[src/rtl/pk_unpack_ctrl_if.sv]
// Byte-in / coefficient-out stream bundle for pk_unpack_ctrl.
// slave = unpacker side, master = the producer of bytes and consumer of coefficients.
interface pk_unpack_ctrl_if;
  logic [7:0]  in_data;
  logic        in_valid;
  logic        in_ready;
  logic [11:0] coef_out;
  logic [1:0]  coef_poly;
  logic [7:0]  coef_idx;
  logic        coef_valid;
  logic        coef_ready;

  modport slave (
    input  in_data, in_valid, coef_ready,
    output in_ready, coef_out, coef_poly, coef_idx, coef_valid
  );

  modport master (
    output in_data, in_valid, coef_ready,
    input  in_ready, coef_out, coef_poly, coef_idx, coef_valid
  );
endinterface

[src/rtl/pk_unpack_ctrl.sv]
// Kyber public-key unpacker: 12-bit t coefficients from packed triples, then the 32-byte rho seed.
// Define PK_MODCHECK_EN to flag any coefficient >= KYBER_Q on the sticky err_range output.
module pk_unpack_ctrl #(
  parameter int KYBER_K = 3,
  parameter int KYBER_N = 256,
  parameter int KYBER_Q = 3329
) (
  input  logic                  clk,
  input  logic                  rst_n,
  input  logic                  start,
  pk_unpack_ctrl_if.slave       bus,
  output logic [255:0]          rho,
  output logic                  busy,
  output logic                  done,
  output logic                  err_range
);
  localparam int TBYTES = 384 * KYBER_K;
  localparam int BCW    = $clog2(TBYTES);
  localparam logic [BCW-1:0] LAST_T    = BCW'(TBYTES - 1);
  localparam logic [7:0]     LAST_IDX  = 8'(KYBER_N - 1);
  localparam logic [1:0]     LAST_POLY = 2'(KYBER_K - 1);

  if (KYBER_Q < 1 || KYBER_Q > 4095) begin : g_bad_q
    $error("KYBER_Q must fit in a 12-bit coefficient");
  end

  typedef enum logic [1:0] {IDLE, T_LOAD, RHO_LOAD, FLUSH} state_e;

  state_e          state_q, state_d;
  logic [BCW-1:0]  bcnt_q;
  logic [1:0]      phase_q;
  logic [7:0]      b0_q, b1_q;
  logic [255:0]    rho_q;
  logic [11:0]     coef_q;
  logic [1:0]      poly_q, npoly_q;
  logic [7:0]      idx_q, nidx_q;
  logic            cv_q;

  logic            in_rdy, acc, ld, st_go;
  logic [11:0]     ld_val;

  always_comb begin
    state_d = state_q;
    in_rdy  = 1'b0;
    done    = 1'b0;
    st_go   = 1'b0;
    case (state_q)
      IDLE: if (start) begin
        st_go   = 1'b1;
        state_d = T_LOAD;
      end
      T_LOAD: begin
        // the output slot is a single register, so bytes stall while it is occupied
        in_rdy = !cv_q || bus.coef_ready;
        if (bus.in_valid && in_rdy && bcnt_q == LAST_T) state_d = RHO_LOAD;
      end
      RHO_LOAD: begin
        in_rdy = 1'b1;
        if (bus.in_valid && bcnt_q[4:0] == 5'd31) state_d = FLUSH;
      end
      FLUSH: if (!cv_q) begin
        done    = 1'b1;
        state_d = IDLE;
      end
      default: state_d = IDLE;
    endcase
  end

  assign acc    = bus.in_valid && in_rdy;
  assign ld     = acc && (state_q == T_LOAD) && (phase_q != 2'd0);
  assign ld_val = (phase_q == 2'd1) ? {bus.in_data[3:0], b0_q} : {bus.in_data, b1_q[7:4]};

  always_ff @(posedge clk or negedge rst_n) begin
    if (!rst_n) state_q <= IDLE;
    else        state_q <= state_d;
  end

  always_ff @(posedge clk or negedge rst_n) begin
    if (!rst_n) begin
      bcnt_q  <= '0;
      phase_q <= '0;
      b0_q    <= '0;
      b1_q    <= '0;
      rho_q   <= '0;
      coef_q  <= '0;
      poly_q  <= '0;
      idx_q   <= '0;
      npoly_q <= '0;
      nidx_q  <= '0;
      cv_q    <= 1'b0;
    end else begin
      if (st_go) begin
        bcnt_q  <= '0;
        phase_q <= '0;
        rho_q   <= '0;
        npoly_q <= '0;
        nidx_q  <= '0;
      end else if (acc && state_q == T_LOAD) begin
        bcnt_q  <= (bcnt_q == LAST_T) ? '0 : bcnt_q + 1'b1;
        phase_q <= (phase_q == 2'd2) ? 2'd0 : phase_q + 2'd1;
        if (phase_q == 2'd0) b0_q <= bus.in_data;
        if (phase_q == 2'd1) b1_q <= bus.in_data;
      end else if (acc && state_q == RHO_LOAD) begin
        rho_q[{bcnt_q[4:0], 3'b000} +: 8] <= bus.in_data;
        bcnt_q <= bcnt_q + 1'b1;
      end

      // a load takes priority over a drain, which gives back-to-back replacement
      if (ld) begin
        cv_q   <= 1'b1;
        coef_q <= ld_val;
        idx_q  <= nidx_q;
        poly_q <= npoly_q;
        if (nidx_q == LAST_IDX) begin
          nidx_q  <= '0;
          npoly_q <= (npoly_q == LAST_POLY) ? 2'd0 : npoly_q + 2'd1;
        end else begin
          nidx_q  <= nidx_q + 8'd1;
        end
      end else if (bus.coef_ready) begin
        cv_q <= 1'b0;
      end
    end
  end

`ifdef PK_MODCHECK_EN
  logic err_q;
  always_ff @(posedge clk or negedge rst_n) begin
    if (!rst_n)                                err_q <= 1'b0;
    else if (st_go)                            err_q <= 1'b0;
    else if (ld && ld_val >= 12'(KYBER_Q))     err_q <= 1'b1;
  end
  assign err_range = err_q;
`else
  assign err_range = 1'b0;
`endif

  assign bus.in_ready   = in_rdy;
  assign bus.coef_out   = coef_q;
  assign bus.coef_poly  = poly_q;
  assign bus.coef_idx   = idx_q;
  assign bus.coef_valid = cv_q;
  assign rho            = rho_q;
  assign busy           = (state_q != IDLE);
endmodule

[src/flat_wrapper.sv]
// flat-port wrapper written by rule: the top's interface ports become plain ports
module pk_unpack_ctrl_flat 
#(
  parameter int KYBER_K = 3,
  parameter int KYBER_N = 256,
  parameter int KYBER_Q = 3329
)
  (clk, rst_n, start, rho, busy, done, err_range, bus_in_data, bus_in_valid, bus_coef_ready, bus_in_ready, bus_coef_out, bus_coef_poly, bus_coef_idx, bus_coef_valid);
  pk_unpack_ctrl_if bus_i ();
  input  logic clk;
  input  logic rst_n;
  input  logic start;
  output logic [255:0] rho;
  output logic busy;
  output logic done;
  output logic err_range;
  input wire logic [$bits(bus_i.in_data)-1:0] bus_in_data;
  input wire logic [$bits(bus_i.in_valid)-1:0] bus_in_valid;
  input wire logic [$bits(bus_i.coef_ready)-1:0] bus_coef_ready;
  output wire logic [$bits(bus_i.in_ready)-1:0] bus_in_ready;
  output wire logic [$bits(bus_i.coef_out)-1:0] bus_coef_out;
  output wire logic [$bits(bus_i.coef_poly)-1:0] bus_coef_poly;
  output wire logic [$bits(bus_i.coef_idx)-1:0] bus_coef_idx;
  output wire logic [$bits(bus_i.coef_valid)-1:0] bus_coef_valid;
  assign bus_i.in_data = bus_in_data;
  assign bus_i.in_valid = bus_in_valid;
  assign bus_i.coef_ready = bus_coef_ready;
  assign bus_in_ready = bus_i.in_ready;
  assign bus_coef_out = bus_i.coef_out;
  assign bus_coef_poly = bus_i.coef_poly;
  assign bus_coef_idx = bus_i.coef_idx;
  assign bus_coef_valid = bus_i.coef_valid;
  pk_unpack_ctrl #(.KYBER_K(KYBER_K), .KYBER_N(KYBER_N), .KYBER_Q(KYBER_Q)) u_core (.clk(clk), .rst_n(rst_n), .start(start), .bus(bus_i), .rho(rho), .busy(busy), .done(done), .err_range(err_range));
endmodule
[config.mk]
export PLATFORM = sky130hd
export DESIGN_NAME = pk_unpack_ctrl_flat
export DESIGN_NICKNAME = d
export VERILOG_FILES = /design/src/rtl/pk_unpack_ctrl_if.sv /design/src/rtl/pk_unpack_ctrl.sv /design/src/flat_wrapper.sv
export SDC_FILE = /design/constraint.sdc
export NUM_CORES = 1
export LEC_CHECK = 0
export BUFFER_PORTS_ARGS = -buffer_cell sky130_fd_sc_hd__buf_2
export CAP_MARGIN = 20
export CORE_ASPECT_RATIO = 0.7
export CORE_MARGIN = 4
export CORE_UTILIZATION = 60
export DETAILED_ROUTE_END_ITERATION = 16
export PLACE_DENSITY_LB_ADDON = 0.1
export SYNTH_ARGS = -nofsm -noshare
export SYNTH_HDL_FRONTEND = slang
export SYNTH_SLANG_ARGS = --single-unit
export TNS_END_PERCENT = 50
[constraint.sdc]
create_clock -name clk -period 8.5 [get_ports clk]
set_clock_uncertainty 0.15 [all_clocks]
set_input_delay 0.425 -clock clk [delete_from_list [all_inputs] [get_ports clk]]
set_output_delay 0.425 -clock clk [all_outputs]
set_load 0.02 [all_outputs]
==> results.md <==
- Fillers: 1,769
- Layout cells sized above 1: 25.46%
- Worst setup SP type: register
- Critical path, cell by cell: inv_2 > ha_1 > nor3b_4 > xnor2_4 > nand4_1 > mux2i_1
- Minimum clock period: 3.705 ns
- PwrDens: 256.5 nW/um^2
- Tot Pwr: 0.004475 W
- Multi-input logic area: 6469 um^2
- Total gr overflow: 0
- Endpoints failing setup: 0
- Die Y: 139.3 um
- DRC viols: 0
- Cell count after synthesis: 1,341
- Syn Std Cell Area: 14,780 um^2
- Primary FF master, synth: dfrtp_1
- # rows: 47
- Die area: 27,250 um^2
- Hold Path Origin: bus_coef_ready
- Sequential cell area: 7908 um^2
- Syn_nets: 1,366
- Routability cong.: 0.9122
- Max-Cap Viols: 0
- GRT Total Usage: 29.70%
- Warnings from Yosys: 0
- Nature of the critical path endpoint: register
- Global-route wire length before repair: 65,160 um
- Crit path max fanout: 17
- IO Port Bufs: 294
- Hold Crit Endpoint: u_core.bus.coef_valid
- Setup bufs post-CTS: 0
- ANT nets after route: 0
- Fin worst setup slack: 4.795 ns
- Max-slew headroom: 27.43%
- Vias in the first global route: 11,216
- TritonCTS Buffers: 29
- Outcome: finished clean
- Post-Syn Area per Cell: ~11 um^2
- RSZ-0062 raised after global routing: no
- Worst Path Buf+Inv: 1
- Cells on worst reg2reg path: 6
- Max IR drop VDD: roughly 0.00021 V
- Critical path class: reg2reg
- Post-synthesis register bit count: 316
- Initial DRC Count: 968
- NumNets Final: 1,622
- Maximum clock rate: 269.9 MHz
- Area Growth Syn to Fin: 18.04%
- Max-slew violation count: 0
- Reg-to-reg endpoint: u_core.rho[162]
- H-tree Lvls: 1
- Critical Path Max Stage Delay: about 0.84 ns
- Worst Path Required: around 8.8 ns
- Die W: a little under 200 um
- TNS Setup: 0 ns
- Most frequent cells in the layout: nand2_1, dfrtp_1, buf_2
- Worst R2R Setup Slack: 4.80 ns
- Slew of the pin with the lowest slew margin: 1.083 ns
- Largest net degree at the start of global routing: 182
- DR vias: 11,455
- Pre-CTS setup slack: between 4 and 5 ns
- Vias per Instance: 5.917
- Crit path max-delay family: simple AND/OR/NAND/NOR gates
- CTS tree: done
- Core Footprint: 23,930 um^2
- Pre-Repair DR Iteration Count: 5
- Initial antenna violation count: 0
- Hold Crit Depth: 3
- Clock transition at path regs: 0.07 ns
- Maximum root-to-sink buffer count: 3
- Routed len/inst: approximately 21 um
- Clk root buf: clkbuf_16
- LEAKAGE: 8.661 nW
- Commonest non-fill, non-tap cell in the layout: nand2_1
- Tcrit/Tclk final: 43.59%
- R2r startpoint: u_core.bcnt_q[0]
- Distinct cells, synth: 69
- Hpwl dp: between 20,000 and 30,000 um
- Final hold vios: 0
- CP max-delay cell: xnor2_4
- Post-synth EDFFs: 0
- # IOs: 296
- Hold Path Class: in2reg
- Worst skew pair latency: roughly 0.55 ns
- TritonCTS Sinks: 316
- WP data arrival: 4.01 ns
- Starting density of the core: around three fifths
- Seq/Total Area, Yosys: about 54%
- Synth async-reset ratio: 100.0%
- WL final: ~42,000 um
- N_diodes: 0
## sequential cells by signal, summed over array words and instances (netlist names), 4 cells and up
register / count
u_core.b0_q: 8
u_core.b1_q: 4
u_core.bcnt_q: 11
u_core.bus.coef_idx: 8
u_core.bus.coef_out: 12
u_core.nidx_q: 8
u_core.rho: 256
## how the worst max path moves through the flow
stage / start / end / slack (ns) / cells after the start
floorplan: u_core.bcnt_q[1] / u_core.rho[144] / 5.76 / 11
global placement: u_core.bcnt_q[0] / u_core.rho[163] / 5.09 / 6
detailed placement: u_core.bcnt_q[0] / u_core.rho[162] / 4.84 / 6
CTS: u_core.bcnt_q[0] / u_core.rho[162] / 4.82 / 6
global route: u_core.bcnt_q[0] / u_core.rho[162] / 4.62 / 6
finish: u_core.bcnt_q[0] / u_core.rho[162] / 4.80 / 6
## synth_stat cells, drive strengths merged, types with 4 or more instances
cell    number  area (um^2)
nand4       39        244.0
a211oi      12        240.2
nor4         4        40.04
nand2      339         1272
or4          5        37.54
mux2        13        146.4
dfrtp      316         7908
and2        13        81.33
nand3       30        155.1
inv          9        33.78
nor2        18        67.56
o21ai       36        187.7
buf         26        173.9
clkbuf      60        225.2
ha          12        150.1
nor2b        7        43.79
nor3        19        212.7
or3          7        43.79
nand2b       6        37.54
o311ai       4        87.59
and3         9        56.30
xnor2        7        87.59
o21a         4        30.03
or2          4        25.02
mux2i      253         2532
o31ai       13        97.59
nor4b        4        35.03
a31oi        8        65.06
a21oi       26        130.1
## layout make-up
class | count | area share, %
Sequential cell | 316 | 45.32
Multi-Input combinational cell | 929 | 37.08
Timing Repair Buffer | 311 | 9.423
Clock buffer | 44 | 4.999
Tap cell | 318 | 2.281
Clock inverter | 8 | 0.6813
Inverter | 10 | 0.2151
## layer usage
layer  wire, um  part of all wire, %  track usage, %  vias up
li1           -                    -               -     5194
met1      18510                   44           46.11     5720
met2      18500                   44           43.85      466
met3       3565                  8.6           5.895       75
met4       1048                  2.5           6.463        0
met5          0                    0               0        -
## cell families (layout without fill, tap and decap cells)
group                    after synthesis  after routing  share of synthesized area, %
AND/OR/NAND/NOR                      515            515                         16.63
flip-flops                           316            316                         53.50
multiplexers                         266            266                         18.12
AO/OA/AOI/OAI                        127            127                         7.094
buffers and inverters                 96            373                         2.954
adder cells (fa/ha/maj)               12             12                         1.016
XOR/XNOR                               8              8                        0.6519
other                                  1              1                       0.02537
## report_power, final
part | switching [W] | total (W) | internal [W]
clock network | 0.000564 | 0.00136 | 0.000795
registers | 0.000110 | 0.00171 | 0.00160
logic | 0.00104 | 0.00141 | 0.000367
## worst reg2reg max path: cells and delay by family, from the launching register on
family	cells	cell delay, ns
XOR/XNOR	1	0.84
adder cells (fa/ha/maj)	1	0.48
buffers and inverters	1	0.17
flip-flops	1	0.66
multiplexers	1	0.36
AND/OR/NAND/NOR	2	0.95
## stage by stage
stage          utilization [%]  hold WS [ns]  cell area, um^2  cells
3_5_place_dp             68.57        0.3115            16410   1881
3_3_place_gp             68.57        0.3037            16410   1881
5_1_grt                  72.89       0.09019            17450   1936
2_1_floorplan                -      -0.02059            14780   1341
6_report                 72.89       0.08128            17450   1936
4_1_cts                  72.75       0.05597            17410   1934
## what timing repair did
action	CTS	global route
gates resized for setup	0	0
endpoints found under the hold margin	135	0
hold buffers	1	0
Power figures use the tool's default switching activity.
